<file path="src/rtl/mux_scan_sequencer.sv">
// Round-robin scan controller for a 4:1 channel mux with valid/ready sample output.
// Optional MUX_SCAN_DROP_EN: never stall, overwrite unaccepted samples, flag overrun.
module mux_scan_sequencer #(
  parameter int WIDTH = 4,
  parameter int DWELL = 4
) (
  input  logic             clk,
  input  logic             rst,
  input  logic             start,
  input  logic             stop,
  input  logic [3:0]       ch_mask,
  output logic [1:0]       sel,
  input  logic [WIDTH-1:0] mux_out,
  output logic [WIDTH-1:0] smp_data,
  output logic [1:0]       smp_ch,
  output logic             smp_valid,
  input  logic             smp_ready,
  output logic             busy,
  output logic             overrun
);

  typedef enum logic [1:0] {
    IDLE,
    SETTLE,
    WAIT
  } state_t;

  localparam logic [7:0] LAST = 8'(DWELL - 1);

  state_t     state;
  logic [7:0] cnt;
  logic       stop_pend;
  logic       hs;
  logic [1:0] first;
  logic [1:0] nxt;

  function automatic logic [1:0] first_ch(
    input logic [3:0] m
  );
    first_ch = 2'd0;
    for (int i = 3; i >= 0; i--) begin
      if (m[i]) first_ch = 2'(i);
    end
  endfunction

  // Search from offset 4 down to 1 so the nearest index above cur wins;
  // offset 4 wraps back to cur itself when it is the only enabled channel.
  function automatic logic [1:0] next_ch(
    input logic [1:0] cur,
    input logic [3:0] m
  );
    logic [1:0] n;
    next_ch = cur;
    for (int i = 4; i >= 1; i--) begin
      n = cur + 2'(i);
      if (m[n]) next_ch = n;
    end
  endfunction

  assign hs    = smp_valid && smp_ready;
  assign first = first_ch(ch_mask);
  assign nxt   = next_ch(sel, ch_mask);
  assign busy  = (state != IDLE);

  always_ff @(posedge clk) begin
    if (rst) begin
      state     <= IDLE;
      cnt       <= 8'd0;
      sel       <= 2'd0;
      smp_data  <= '0;
      smp_ch    <= 2'd0;
      smp_valid <= 1'b0;
      stop_pend <= 1'b0;
      overrun   <= 1'b0;
    end else begin
      if (hs) smp_valid <= 1'b0;
      unique case (state)
        IDLE: begin
          if (start && !stop && ch_mask != 4'd0) begin
            state <= SETTLE;
            sel   <= first;
            cnt   <= 8'd0;
`ifdef MUX_SCAN_DROP_EN
            overrun <= 1'b0;
`endif
          end
        end
        SETTLE: begin
          if (stop) begin
            state <= IDLE;
          end else if (cnt == LAST) begin
            smp_data  <= mux_out;
            smp_ch    <= sel;
            smp_valid <= 1'b1;
`ifdef MUX_SCAN_DROP_EN
            if (smp_valid && !smp_ready) overrun <= 1'b1;
            cnt <= 8'd0;
            if (ch_mask == 4'd0) state <= IDLE;
            else sel <= nxt;
`else
            state <= WAIT;
`endif
          end else begin
            cnt <= cnt + 8'd1;
          end
        end
        WAIT: begin
          if (stop) stop_pend <= 1'b1;
          if (hs) begin
            stop_pend <= 1'b0;
            if (stop || stop_pend || ch_mask == 4'd0) begin
              state <= IDLE;
            end else begin
              sel   <= nxt;
              cnt   <= 8'd0;
              state <= SETTLE;
            end
          end
        end
        default: state <= IDLE;
      endcase
    end
  end

endmodule

</file>
<file path="config.mk">
export PLATFORM = sky130hd
export DESIGN_NAME = mux_scan_sequencer
export DESIGN_NICKNAME = d
export VERILOG_FILES = /design/src/rtl/mux_scan_sequencer.sv
export SDC_FILE = /design/constraint.sdc
export NUM_CORES = 1
export LEC_CHECK = 0
export CAP_MARGIN = 20
export CORE_MARGIN = 2
export CORE_UTILIZATION = 40
export DETAILED_ROUTE_END_ITERATION = 8
export DONT_BUFFER_PORTS = 1
export PLACE_DENSITY_LB_ADDON = 0.05
export SLEW_MARGIN = 10
export SYNTH_ARGS = -nofsm -noshare
export SYNTH_HDL_FRONTEND = slang
export SYNTH_SLANG_ARGS = --single-unit
</file>
<file path="constraint.sdc">
create_clock -name clk -period 1.4 [get_ports clk]
set_input_delay 0.28 -clock clk [delete_from_list [all_inputs] [get_ports clk]]
set_output_delay 0.28 -clock clk [all_outputs]
set_load 0.01 [all_outputs]
</file>
==> flow_summary.toml, run 1 <==
[drt]
viasPerCell = 5.48
dr.first_iter.drc_count = 39
drc_errors = 0
ant_nets = 0
detail_route.wl_per_cell_um = 14.6
drtPass1Iterations = 4
wirelength_um = 2810
dr_total_vias = 1052

[sta]
finalMaxSlewViolations = 0
setup_viol = 16
post-route-period-util_pct = 107
min_period_ps = 1490
hold_viol_final = 0
hold_slack_ps = 13.6
fin_setup_tns_ps = -862
layout_setup_ws_ps = -92.0
clock.fmax_mhz = 670
rsz0062_at_grt = "yes"
skew_ps = 8.11

[run]
cap_viol_max_count = 0

[worst_setup_path]
critPathRequiredTime_ps = 1620
start_kind = "flop"
slowest_stage = "dfxtp_2"
critPathMaxFanout = 5
path_cells = "ha_4 -> nor4b_4 -> a211oi_4 -> a21oi_2 -> nand3b_1 -> a21oi_2"
cp-end-kind = "flop"
max_stage_delay_ps = 380
reg2reg_from = "cnt[1]"
crit_start = "cnt[1]"
arrival_ps = 1710
cpMostUsedCell = "a21oi_2"
crit_type = "flop to flop"

[final_layout]
area_growth_pct = 35.6
finish.utilization_pct = 56.0
fillers = 254
antennaDiodeCount = 0
fin_cells = 192
drive_above_1_share_pct = 38.5
nets = 176

[logic_synthesis]
synthCells = 134
synth_edf_count = 0
ys.flop_type = "dfxtp_1"
synth_nets = 148
synth_cell_types = 44
avgSynthCellArea_um2 = 8.35
yosysSeqAreaShare_pct = 35.8
yosys_warnings = 0
netlist_area_um2 = 1120
synth_seq_cells = 20
synthArstFlopShare_pct = 0

[grt]
grt_max_degree = 21
grt_remaining_overflow = 0
grt_pass1_vias = 1046
antenna_found_initial = 0
grtUsageTotal_pct = 19.2
grt_pass1_wl_um = 4910

[floorplan]
core_area_um2 = 2710
initial_core_util_pct = 41.3
fp.dieW_um = 56.9
die-area_um2 = 3240
chipHeight_um = 56.9
fp-row-count = 19
io_pins = 24

[cts]
htree_levels = 1
cts.sinks = 20
insertion_delay_ps = 310
cts_buffer_depth = 2
clockRootBuffer = "clkbuf_4"
cts_hold_buffers = 1
clk_pin_slew_ps = 130
cts_tree = "built"
cts_buffers = 3

[hold_path]
hold_start = "rst"
worstHoldPathType = "primary input to flop"

[status]
outcome = "finished with violations"
violations = "setup timing"

[power_and_ir_drop]
peakVddDrop_mv = 0.959
powerDensity_nw_per_um2 = 792
leakage_nw = 0.593

[place]
portBuffers = 0
preCtsSetupSlack_ps = -137
hpwlAfterDp_um = 1960
dp.cells = 181
gp_congestion = 0.823
power breakdown:
| part | leakage (nW) | internal, mW | total (mW) | switching (mW) |
|---|---|---|---|---|
| combinational | 0.400 | 0.0667 | 0.131 | 0.0647 |
| clock | 0.0279 | 0.289 | 0.485 | 0.195 |
| sequential | 0.165 | 0.575 | 0.584 | 0.00967 |
| total | 0.593 | 0.931 | 1.20 | 0.270 |
state kept, by name, indices dropped and copies added (netlist names):
register,flops
cnt,8
smp_data,4
sel,2
smp_ch,2
state,2
smp_valid,1
stop_pend,1
layout by cell type (no fill, tap or decap), drive strengths merged, types with 3 or more instances in the layout:
cell / count
o21ai: 8
nand2b: 3
nor3: 7
or2: 3
clkbuf: 3
dfxtp: 20
nand3: 3
buf: 27
a21oi: 20
and3: 3
mux2i: 8
nor2: 15
nand2: 9
synth_stat cells (2+ instances only):
| master | number | share of area (%) |
|---|---|---|
| nor3_1 | 7 | 3.1 |
| o21ai_0 | 7 | 3.1 |
| a31oi_1 | 2 | 1.1 |
| or2_2 | 3 | 1.7 |
| and3_1 | 3 | 1.7 |
| inv_1 | 2 | 0.67 |
| a211oi_2 | 2 | 2.2 |
| o31ai_1 | 2 | 1.3 |
| nand3b_1 | 2 | 1.3 |
| nand2_1 | 8 | 2.7 |
| and2b_1 | 2 | 1.3 |
| nor2_1 | 15 | 5.0 |
| nand2b_1 | 2 | 1.1 |
| clkbuf_1 | 3 | 1.0 |
| nand3_1 | 3 | 1.3 |
| a21oi_1 | 17 | 7.6 |
| mux2i_1 | 8 | 7.2 |
| dfxtp_1 | 20 | 36 |
kinds of logic after synthesis:
kind of cell / count (synthesis) / share of synthesized area, %
fa+ha+maj: 1 / 1.12
mux: 8 / 7.16
compound gates: 41 / 24.7
buf+inv: 8 / 3.80
simple gates: 55 / 27.1
other cells: 1 / 0.335
flops: 20 / 35.8
through the flow:
step                      area [µm²]  total power [mW]
after floorplan                 1140             0.685
after global placement          1300             0.699
after detailed placement        1300             0.700
after CTS                       1460              1.21
after global routing            1520              1.25
final                           1520              1.20
worst max-delay path, delay by kind of cell (launching register included):
family          cells  cell delay [ps]
compound gates      3              430
flops               1              380
fa+ha+maj           1              140
simple gates        2              450
layer usage:
metal / wire length, µm / track usage [%] / vias up
met5: 0 / 0 / -
met4: 18 / 3.99 / 0
met3: 123 / 5.99 / 2
met2: 1200 / 29.4 / 26
met1: 1470 / 26.7 / 486
li1: - / - / 538
final timing paths:
path	end	slack [ps]	cells past startpoint
hold / removal	cnt[1]	10	1
setup / recovery	cnt[1]	-90	6
setup reg to reg	cnt[1]	-90	6
hold reg to reg	cnt[7]	520	2
final cells by class:
type	count	area [µm²]	area share (%)
Sequential cell	20	410	27.1
Clock buffer	3	22.5	1.49
Clock inverter	1	30.0	1.98
Timing Repair Buffer	28	220	14.5
Tap cell	31	38.8	2.56
Multi-Input combinational cell	107	787	51.9
Inverter	2	7.51	0.495
what timing repair did:
item | 4_1_cts | 5_1_grt
pin swaps | 7 | 9
buffers inserted | 5 | 0
endpoints found under the setup margin | 20 | 20
resized for setup | 15 | 12
endpoints found under the hold margin | 1 | 12
cloned | 1 | 0
Power figures use the tool's default switching activity.
==> inputs of run 2 (changes only) <==
Clock period 1.4 ns to 1.9 ns, I/O delays scaled along.
==> flow_summary.toml, run 2 (synthesis results as in run 1) <==
[status]
outcome = "complete, no violations"

[place]
dp.cells = 160
portBuffers = 0
gp_congestion = 0.790
hpwlAfterDp_um = 1740

[sta]
clock.fmax_mhz = 606
maxSlewHeadroom_pct = 63.2
finalMaxSlewViolations = 0
setup_viol = 0
min_period_ps = 1650
worst_slew_pin_slew_ps = 551
hold_viol_final = 0
fin_setup_tns_ps = 0
skew_ps = 1.74
post-route-period-util_pct = 86.9
rsz0062_at_grt = "no"

[final_layout]
fin_cells = 164
final_cell_mix = "20 x dfxtp_1, 17 x a21oi_1, 15 x nor2_1, 8 x nand2_1, 8 x mux2i_1"
largest_reg_flops = 8
area_growth_pct = 6.49
top_register = "cnt"
drive_above_1_share_pct = 12.8
fillers = 287
layout_commonest_cell = "dfxtp_1"
antennaDiodeCount = 0
reg_top3 = "cnt: 8 flops, smp_data: 4 flops"
nets = 148
finish.utilization_pct = 44.0

[power_and_ir_drop]
p_int_mw = 0.665
p_sw_mw = 0.185
powerDensity_nw_per_um2 = 714
peakVddDrop_mv = 0.432
p_comb_share_pct = 7.6
power_frac_seq_pct = 50.7
clkPwrFrac_pct = 41.7
swShare_pct = 21.8
leakage_nw = 0.448

[floorplan]
io_pins = 24
die-area_um2 = 3240
fp.dieW_um = 56.9
chipHeight_um = 56.9
core_area_um2 = 2710
fp-row-count = 19
initial_core_util_pct = 41.3

[grt]
grt_pass1_vias = 888
grt_use_met1_pct = 24.0
grt_remaining_overflow = 0
grt_max_degree = 21
grt_pass1_wl_um = 4200
busiest_layer = "met1"
grtUsageTotal_pct = 16.7
grtUsageMet2_pct = 23.3
use_met3_pct = 4.15
antenna_found_initial = 0

[cts]
insertion_delay_ps = 310
cts_buffer_depth = 2
cts_buffers = 3
cts_setup_buffers = 0
cts.sinks = 20
clk_pin_slew_ps = 120
htree_levels = 1
cts_tree = "built"
clockRootBuffer = "clkbuf_4"

[worst_setup_path]
critPathRequiredTime_ps = 2150
max_stage_delay_ps = 390
arrival_ps = 1900
reg2reg_to = "cnt[6]"
cp-end-kind = "flop"
rrSetupSlack_ps = 250
slowest_stage = "dfxtp_1"
crit_path_end = "cnt[6]"
reg2reg_from = "cnt[0]"
path_cells = "ha_1 -> nor4b_4 -> a211oi_2 -> a21oi_4 -> o21ai_0 -> a21oi_1"
crit_type = "flop to flop"
crit_start = "cnt[0]"
rr_worst_depth = 6
critPathMaxFanout = 10
start_kind = "flop"

[hold_path]
worstHoldPathType = "primary input to flop"

[drt]
dr.first_iter.drc_count = 34
drtPass1Iterations = 4
dr_total_vias = 944
viasPerCell = 5.76
wirelength_um = 2460
drc_errors = 0
ant_nets = 0
detail_route.wl_per_cell_um = 15.0

[run]
cap_viol_max_count = 0
==> run 2: final cells by class <==
type	count	area [µm²]	share of cell area (%)
flip-flops and latches	20	400	33.6
repair buffers	1	7.51	0.630
clock buffers	3	22.5	1.89
multi-input cells	106	684	57.5
well taps	31	38.8	3.26
clock inverters	1	30.0	2.52
inverters	2	7.51	0.630
==> run 2: power groups by stage <==
| stage | Clock [mW] | Sequential, mW | Combinational, mW |
|---|---|---|---|
| floorplan | 0 | 0.439 | 0.0642 |
| global placement | 0 | 0.440 | 0.0638 |
| detailed placement | 0 | 0.441 | 0.0645 |
| CTS | 0.367 | 0.431 | 0.0648 |
| global route | 0.384 | 0.433 | 0.0720 |
| finish | 0.355 | 0.431 | 0.0644 |
==> run 2: timing repair <==
action                     4_1_cts  5_1_grt
hold buffers                     0        0
resized for setup                0        1
setup endpoints to repair        0        2
==> run 2: through the flow <==
step                power, mW  hold WS, ps  area [µm²]  worst slack (ps)
global placement        0.504          449        1130               286
finish                  0.851          113        1190               249
floorplan               0.503          444        1120               394
global route            0.888         88.5        1190              60.5
CTS                     0.862          101        1180               177
detailed placement      0.505          450        1130               205
==> run 2: how the worst min path moves through the flow <==
stage / start / endpoint / slack, ps / depth (start not counted)
floorplan: cnt[1] / cnt[1] / 440 / 2
global placement: rst / sel[0] / 450 / 1
detailed placement: rst / sel[0] / 450 / 1
CTS: rst / sel[0] / 100 / 1
global route: rst / sel[0] / 90 / 1
finish: rst / sel[0] / 110 / 1
==> run 2: worst max-delay path: cells and delay by family, from the launching register on <==
kind,cells,cell delay (ps)
compound gates,4,710
flops,1,390
simple gates,1,270
fa+ha+maj,1,230
==> run 2: layer usage <==
layer  vias up  wire length, µm  part of all wire [%]
met5         -                0                     0
met4         0               29                   1.2
met3         2              121                   4.9
met2        19             1060                    43
met1       435             1250                    51
li1        488                -                     -
